$ cat src/rtl/acc_mem_arbiter_pkg.sv
// Shared types for the accelerator memory arbiter: FSM state, operation kind,
// and the index-width helper used for port numbers.
package acc_mem_arb_pkg;

  typedef enum logic [1:0] {IDLE, ISSUE, RD_WAIT, RESP} arb_state_t;
  typedef enum logic {OP_RD, OP_WR} arb_op_t;

  // A single-port build still needs a 1-bit index rather than a zero-width one.
  function automatic int idx_width(input int n);
    return (n > 1) ? $clog2(n) : 1;
  endfunction

endpackage

$ cat src/rtl/acc_mem_arbiter_rr_picker.sv
// Combinational round-robin picker: returns the first set request bit at or
// after ptr, wrapping around to bit 0.
module rr_picker
  import acc_mem_arb_pkg::*;
#(
  parameter int N = 4,
  localparam int IW = idx_width(N)
) (
  input  logic [N-1:0]  req,
  input  logic [IW-1:0] ptr,
  output logic          grant_valid,
  output logic [IW-1:0] grant_idx
);

  int idx;

  // Scan from the farthest offset down so the closest requester overwrites last.
  always_comb begin
    grant_valid = 1'b0;
    grant_idx   = '0;
    idx         = 0;
    for (int k = N - 1; k >= 0; k--) begin
      idx = int'(ptr) + k;
      if (idx >= N) idx = idx - N;
      if (req[idx]) begin
        grant_valid = 1'b1;
        grant_idx   = IW'(idx);
      end
    end
  end

endmodule

$ cat src/rtl/acc_mem_arbiter.sv
// Responder side of the accelerator memory protocol: round-robin arbitration of
// level-held read/write requests onto one Data Memory port, one access at a time.
module acc_mem_arbiter
  import acc_mem_arb_pkg::*;
#(
  parameter int N_REQ          = 4,
  parameter int ADDR_SIZE      = 16,
  parameter int RD_DATA_SIZE   = 512,
  parameter int WR_DATA_SIZE   = 32,
  parameter int MEM_RD_LATENCY = 1
) (
  input  logic                            clk,
  input  logic                            rst_n,
  input  logic [N_REQ-1:0]                req_rd_en,
  input  logic [N_REQ*ADDR_SIZE-1:0]      req_rd_addr,
  input  logic [N_REQ-1:0]                req_wr_en,
  input  logic [N_REQ*ADDR_SIZE-1:0]      req_wr_addr,
  input  logic [N_REQ*WR_DATA_SIZE-1:0]   req_wr_data,
  output logic [N_REQ-1:0]                rsp_rd_valid,
  output logic [RD_DATA_SIZE-1:0]         rsp_rd_data,
  output logic [N_REQ-1:0]                rsp_wr_done,
  output logic                            mem_en,
  output logic                            mem_we,
  output logic [ADDR_SIZE-1:0]            mem_addr,
  output logic [WR_DATA_SIZE-1:0]         mem_wdata,
  input  logic [RD_DATA_SIZE-1:0]         mem_rdata
);

  localparam int IW = idx_width(N_REQ);
  localparam int CW = $clog2(MEM_RD_LATENCY + 1);

  // Handshake: a port raises rd_en or wr_en and holds it, with stable address
  // and data, until its one-cycle rsp_rd_valid / rsp_wr_done bit fires.

  arb_state_t              state_q, state_d;
  arb_op_t                 op_q, op_d;
  logic [IW-1:0]           gnt_q, gnt_d;
  logic [IW-1:0]           ptr_q, ptr_d;
  logic [ADDR_SIZE-1:0]    addr_q, addr_d;
  logic [WR_DATA_SIZE-1:0] wdata_q, wdata_d;
  logic [RD_DATA_SIZE-1:0] rd_data_q, rd_data_d;
  logic [CW-1:0]           cnt_q, cnt_d;

  logic [N_REQ-1:0]        req_any;
  logic                    pick_valid;
  logic [IW-1:0]           pick_idx;
  logic [N_REQ-1:0]        gnt_oh;

  assign req_any = req_rd_en | req_wr_en;

  rr_picker #(.N(N_REQ)) u_picker (
    .req         (req_any),
    .ptr         (ptr_q),
    .grant_valid (pick_valid),
    .grant_idx   (pick_idx)
  );

  always_comb begin
    state_d   = state_q;
    op_d      = op_q;
    gnt_d     = gnt_q;
    ptr_d     = ptr_q;
    addr_d    = addr_q;
    wdata_d   = wdata_q;
    rd_data_d = rd_data_q;
    cnt_d     = cnt_q;
    case (state_q)
      IDLE: begin
        if (pick_valid) begin
          // A port asserting both enables gets its write first; the read waits.
          gnt_d   = pick_idx;
          op_d    = req_wr_en[pick_idx] ? OP_WR : OP_RD;
          addr_d  = req_wr_en[pick_idx]
                    ? req_wr_addr[int'(pick_idx)*ADDR_SIZE +: ADDR_SIZE]
                    : req_rd_addr[int'(pick_idx)*ADDR_SIZE +: ADDR_SIZE];
          wdata_d = req_wr_data[int'(pick_idx)*WR_DATA_SIZE +: WR_DATA_SIZE];
          state_d = ISSUE;
        end
      end
      ISSUE: begin
        if (op_q == OP_WR) begin
          state_d = RESP;
        end else begin
          cnt_d   = CW'(1);
          state_d = RD_WAIT;
        end
      end
      RD_WAIT: begin
        if (cnt_q == CW'(MEM_RD_LATENCY)) begin
          rd_data_d = mem_rdata;
          state_d   = RESP;
        end else begin
          cnt_d = cnt_q + CW'(1);
        end
      end
      RESP: begin
        ptr_d   = (gnt_q == IW'(N_REQ - 1)) ? '0 : gnt_q + IW'(1);
        state_d = IDLE;
      end
      default: state_d = IDLE;
    endcase
  end

  always_ff @(posedge clk) begin
    if (!rst_n) begin
      state_q   <= IDLE;
      op_q      <= OP_RD;
      gnt_q     <= '0;
      ptr_q     <= '0;
      addr_q    <= '0;
      wdata_q   <= '0;
      rd_data_q <= '0;
      cnt_q     <= '0;
    end else begin
      state_q   <= state_d;
      op_q      <= op_d;
      gnt_q     <= gnt_d;
      ptr_q     <= ptr_d;
      addr_q    <= addr_d;
      wdata_q   <= wdata_d;
      rd_data_q <= rd_data_d;
      cnt_q     <= cnt_d;
    end
  end

  // Outputs come from state and registers only, never straight from req_*.
  always_comb begin
    gnt_oh        = '0;
    gnt_oh[gnt_q] = 1'b1;
  end

  assign mem_en       = (state_q == ISSUE);
  assign mem_we       = mem_en && (op_q == OP_WR);
  assign mem_addr     = mem_en ? addr_q : '0;
  assign mem_wdata    = mem_we ? wdata_q : '0;
  assign rsp_rd_valid = (state_q == RESP && op_q == OP_RD) ? gnt_oh : '0;
  assign rsp_wr_done  = (state_q == RESP && op_q == OP_WR) ? gnt_oh : '0;
  assign rsp_rd_data  = rd_data_q;

endmodule

$ cat config.mk
export PLATFORM = sky130hd
export DESIGN_NAME = acc_mem_arbiter
export DESIGN_NICKNAME = d
export VERILOG_FILES = /design/src/rtl/acc_mem_arbiter_pkg.sv /design/src/rtl/acc_mem_arbiter_rr_picker.sv /design/src/rtl/acc_mem_arbiter.sv
export SDC_FILE = /design/constraint.sdc
export NUM_CORES = 1
export LEC_CHECK = 0
export CAP_MARGIN = 5
export CORE_AREA = 2 2 519 521
export DETAILED_ROUTE_END_ITERATION = 7
export DIE_AREA = 0 0 521 523
export SLEW_MARGIN = 20
export SYNTH_ARGS = -nofsm -noshare
export SYNTH_HDL_FRONTEND = slang
export SYNTH_SLANG_ARGS = --single-unit
$ cat constraint.sdc
create_clock -name clk -period 3.1 [get_ports clk]
set_input_delay 0.62 -clock clk [delete_from_list [all_inputs] [get_ports clk]]
set_output_delay 0.62 -clock clk [all_outputs]
set_load 0.01 [all_outputs]
* Word level (Yosys, flattened, before mapping)
Cells that the tools add are included.
** Word-level totals
- Register bits after elaboration :: 568
- Latch bits :: 0
- Bits in writable memories :: 0
- Bits in read-only memories :: 0
- Bits of input ports :: 778
- Word-level logic and storage cells :: 92
- Memories kept :: 0
** Operators by class
- $add $sub $neg :: 9
- Multipliers :: 0
- Divide/modulo/power cells :: 0
- Order comparisons :: 11
- Equal/unequal tests :: 7
- Shift-type cells :: 3
- Mux-type cells :: 42
- Bitwise gates (word level) :: 2
- Reduce and logical (&&, ||, !) cells :: 10
** Operator list (count)
- 32-bit 2-to-1 mux :: 5
- 32-bit by 4-bit less-than comparator with 1-bit output, second input constant :: 4
- 128-bit by 8-bit variable part select with 32-bit output :: 1
- 64-bit by 7-bit variable part select with 16-bit output :: 2
- 32-bit by 4-bit greater-or-equal comparator with 1-bit output, second input constant :: 3
- 32-bit by 4-bit subtractor with 32-bit output, second input constant :: 3
- 16-bit 2-to-1 mux :: 2
- 1-bit 2-to-1 mux :: 18
- 2-bit 2-to-1 mux :: 7
- 1-bit binary-select mux with 2-bit select :: 5
- 4-bit 2-to-1 mux :: 2
- 2-bit one-hot mux with 4 select lines :: 1
- 2-bit AND reduction :: 4
- 2-bit by 2-bit adder with 3-bit output, second input constant :: 2
- 2-bit equality test, second input constant :: 3
- 2-bit by 3-bit less-than comparator with 1-bit output, second input constant :: 2
- 2-bit inequality test, second input constant :: 3
- 1-bit logical AND :: 4
- 4-bit OR :: 1
- 2-bit by 3-bit subtractor with 4-bit output, second input constant :: 1
- 2-bit by 1-bit adder with 3-bit output, second input constant :: 1
- 2-bit by 3-bit greater-or-equal comparator with 1-bit output, second input constant :: 1
- 2-bit by 1-bit adder with 2-bit output, second input constant :: 1
- 1-bit demux with 2-bit select :: 1
- other kinds (7) :: 7

* Logic depth before layout (Yosys ltp)
- Depth after elaboration :: 13
- Mapped depth :: 9
- Gate-level depth less buffers :: 8

* Hierarchy
Synthesis repeated with hierarchy kept, for this count alone.
** Second synthesis, totals
- Cell total of the unflattened synthesis :: 2688
- Area total of the unflattened synthesis :: 23191.0 µm²
** Modules (own cells, without submodules)
- acc_mem_arbiter :: times used 1, cells an instance 2675, area an instance 23113.4 µm²
- rr_picker :: times used 1, cells an instance 13, area an instance 77.6 µm²

* Worst setup path before layout
Ideal clock, no wire load.
- Path type :: input to register
- Start point :: input req_wr_en[0]
- End point :: register addr_q[11]
- Setup time :: 0.139 ns
- Arrival :: 2.292 ns
- Data required time :: 2.961 ns
- Path slack :: 0.668 ns
- Cell stages on the path :: 8
- Cells stage by stage :: clkbuf_1 -> o21bai_1 -> a21oi_2 -> nand2b_1 -> nand2_1 -> clkbuf_1 -> a2111oi_0 -> o32ai_1
** On the way
- Word-level cells in the longest chain between the ends :: 11
** Ends and longest elaborated chain
- start, declared :: RTL line acc_mem_arbiter.sv:16 : input logic [N_REQ-1:0] req_wr_en,
- parallel branches: the longest is 11 deep, another holds 64-bit by 7-bit variable part select with 16-bit output
- end signal, assigned :: RTL line acc_mem_arbiter.sv:119 : addr_q <= addr_d;
- end, declared :: RTL line acc_mem_arbiter.sv:39 : logic [ADDR_SIZE-1:0] addr_q, addr_d;
Several ways; the timed one is not identified. The select of a mux whose other input is x is not followed.
A chain may end at the register's enable or synchronous reset.

* Worst setup path in the final report
- Start point :: register state_q[1]
- End point :: output mem_addr[0]
** On the way
- Word-level cells in the longest chain between the ends :: 2
** Ends and longest elaborated chain
- start, declared :: RTL line acc_mem_arbiter.sv:35 : arb_state_t state_q, state_d;
- start signal, assigned :: RTL line acc_mem_arbiter.sv:115 : state_q <= state_d;
- 2-bit by 1-bit equality test with 1-bit output :: RTL line acc_mem_arbiter.sv:132 : assign mem_en = (state_q == ISSUE);
- 16-bit 2-to-1 mux :: RTL line acc_mem_arbiter.sv:134 : assign mem_addr = mem_en ? addr_q : '0;
- end, declared :: RTL line acc_mem_arbiter.sv:24 : output logic [ADDR_SIZE-1:0] mem_addr,
Every way passes these cells.

==> results.md <==
* Top delay family on crit path: buffers and inverters
* Peak Freq at 0.3255 GHz
* Seq/Total Area, Yosys at 48.12%
* Routed Antenna Nets at 0
* Vias/cell at about 3.6
* Setup violators final at 0
* Global-route wire length before repair at 306800 um
* Die Ht at 523 um
* Met3 GRT Util at around 15%
* Asr flop ratio synth at 0%
* Yosys Warn Count at 0
* Max_slew headroom at between 40% and 50%
* Post-synth top cells: 1035 x nand2_1, 568 x dfxtp_1, 515 x a21boi_0, 218 x clkbuf_1, 84 x and3_1
* Worst vdd ir at ~320 uV
* Total Wirelength at 251300 um
* Core Region at between 200000 and 300000 um2
* Post-synthesis compound-gate area fraction at 20.92%
* EDFF count, synth at 0
* Fillers at between 20000 and 30000
* Skew-Pair Late Insertion Delay at ~0.8 ns
* Avg WL per Cell at approximately 32 um
* Post-Synthesis Cells at about 2800
* Crit Path Category: flop to primary output
* Synth area leader: dfxtp_1
* Post-synthesis simple-gate area fraction at ~22%
* WP buf/inv at 2
* Initial drt markers at 2010
* Layout cells sized above 1 at between 7 and 8%
* Fin worst setup slack at between 0.02 and 0.03 ns
* Slowest cell on crit path: clkdlybuf4s50_1
* RSZ-0062 raised after global routing: yes
* Final Skew at between 0.05 and 0.06 ns
* Cells after DPL at 7600
* Most numerous cell in the Yosys netlist: nand2_1
* Max cap viols at 0
* Crit-path cells: inv_2 -> ha_4 -> and2_1 -> clkdlybuf4s50_1
* Vias at 28011
* Drt drc at 0
* Adder-cell share of the synthesized area at less than 1%
* Clk buf depth at 4
* CTS H-tree depth at 3
* Hold Fails Final Rpt at 0
* DP Wirelength at approximately 220000 um
* Yosys top cell area share at 48.12%
* Placed Area at about 42000 um2
* Number of synthesized register bits at between 500 and 600
* Maximum number of pins on one net before global-route repair at between 100 and 150
* Sink Count at 568
* Top cells by area, synth: dfxtp_1 48%, nand2_1 16%, a21boi_0 16%
* XOR/XNOR share of the synthesized area at 0%
* WP data arrival at roughly 2.5 ns
* Io pins at 1348
* Mux cell area share after synthesis at approximately 4.3%
* Die ar. at between 200000 and 300000 um2
* Worst hold margin at 0.3765 ns
* TritonCTS clock tree: yes
* DR pass1 iterations at 5
* Max-slew violations at 0
* Post-synth net total at approximately 3600
* Pwr dens at 566.4 nW/um2
* Most Crowded Layer GR: met2
* Pre-CTS setup slack at -0.3886 ns
* Setup TNS at 0 ns
* Die Wd at around 520 um
* Period utilization at ~99%
* Post-Syn Area at 23630 um2
* Design area at approximately 45000 um2
* Initial antenna violation count at around 260
* Syn Area/Cell at 8.329 um2
* Synth unique cells at 44
* TritonCTS Buffers at 80
* Row cnt at 190
* Worst Hold Class: input port to flop
* Dominant synthesized flop cell: dfxtp_1
* Post-Layout Cell Count at ~7800
* Minimum clock period at between 3 and 4 ns
* Least-Margin Pin Slew at approximately 0.9 ns
* Multi-input logic area at around 11000 um2
* Max incr delay on CP at 0.62 ns
* GR Layer Usage met2 at 24.15%
* GRT met1 Usage at about a fifth
* Total gr overflow at 0
* Vias in the first global route at approximately 27000
* Crit Path Max Fanout at 8
* CP required at roughly 2.5 ns
* Initial core utilization at 8.851%
* Crit end category: primary output
* Layout Nets at between 4000 and 5000
* Register area at between 10000 and 15000 um2
* GRT Overall Usage at 17.62%
* Crit path launch type: flop
* CTS Hold Buffers Added at 0
* Largest family of logic cells by synthesized area: simple AND/OR/NAND/NOR gates
* Root Buffer Master: clkbuf_16
* Area grow syn2layout at 88.87%
* CTS clk-pin slew, worst paths at 0.06 ns
* RePlAce Congestion at 1.014
* Buffers on Ports at ~1300
* Leakage power at 0.01453 uW
* Status: complete, no violations
## worst paths after layout
kind	startpoint	end	slack, ns	depth (start not counted)
worst max register to register	ptr_q[0]	addr_q[13]	0.61	7
worst min-delay path	rst_n	rsp_rd_data[337]	0.38	2
worst max-delay path	state_q[1]	mem_addr[0]	0.03	4
worst min register to register	wdata_q[4]	wdata_q[4]	0.45	2
## stage by stage
step,util [%],total power [uW]
3_3_place_gp,15.62,15720
2_1_floorplan,-,11130
6_report,16.72,25280
5_1_grt,16.67,26260
3_5_place_dp,15.62,15830
4_1_cts,16.61,25460
## layer usage
metal | share of wire [%] | up-vias
li1 | - | 12187
met5 | 0.32 | -
met2 | 39 | 1980
met1 | 37 | 13110
met4 | 5.1 | 114
met3 | 19 | 620
## final cells by class
| type | count | share of cell area (%) |
|---|---|---|
| repair buffers | 1446 | 32.57 |
| flip-flops and latches | 568 | 25.49 |
| well taps | 3552 | 9.958 |
| multi-input cells | 2030 | 25.56 |
| clock buffers | 110 | 5.055 |
| diodes | 92 | 0.5158 |
| inverters | 7 | 0.05887 |
| clock inverters | 29 | 0.8018 |
## where the power goes
| part | switching (uW) | internal [uW] | leakage (uW) |
|---|---|---|---|
| sequential | 677 | 8040 | 0.00460 |
| clock | 3860 | 5590 | 0.00127 |
| combinational | 4050 | 3050 | 0.00866 |
| total | 8590 | 16700 | 0.0145 |
## sequential cells by signal, indices dropped and copies added (netlist names)
| register | count |
|---|---|
| ptr_q | 2 |
| op_q | 1 |
| gnt_q | 2 |
| rsp_rd_data | 512 |
| addr_q | 16 |
| state_q | 2 |
| cnt_q | 1 |
| wdata_q | 32 |
## layout by cell type, fill, tap and decap left out, types with 21 or more instances in the layout
master / instances
buf_12: 23
o21ai_1: 24
and3_1: 83
clkbuf_16: 81
a21boi_0: 515
buf_4: 76
a211oi_1: 32
nor2_1: 21
clkdlybuf4s50_1: 1319
nand3_1: 36
diode_2: 92
mux2i_1: 66
nand2_1: 1031
dfxtp_1: 566
mux2_2: 32
## cell families (layout without fill, tap and decap cells)
logic type | after synthesis | in the layout
buf+inv | 239 | 1592
flops | 568 | 568
simple gates | 1261 | 1261
other cells | 0 | 92
mux | 98 | 98
fa+ha+maj | 9 | 9
compound gates | 662 | 662
## worst register-to-register path, cell delays in order, from the launching register on
cell	delay [ns]
dfxtp_1	0.36
o21bai_1	0.22
a21oi_2	0.43
nand2b_1	0.25
nand2_1	0.11
buf_12	0.19
a2111oi_0	0.58
o32ai_1	0.20
## repair_timing
item,4_1_cts,5_1_grt
hold endpoints to repair,0,0
pin swaps,0,0
gates resized for setup,23,16
endpoints found under the setup margin,50,26
setup buffers,2,1
(Power assumes the default switching activity.)
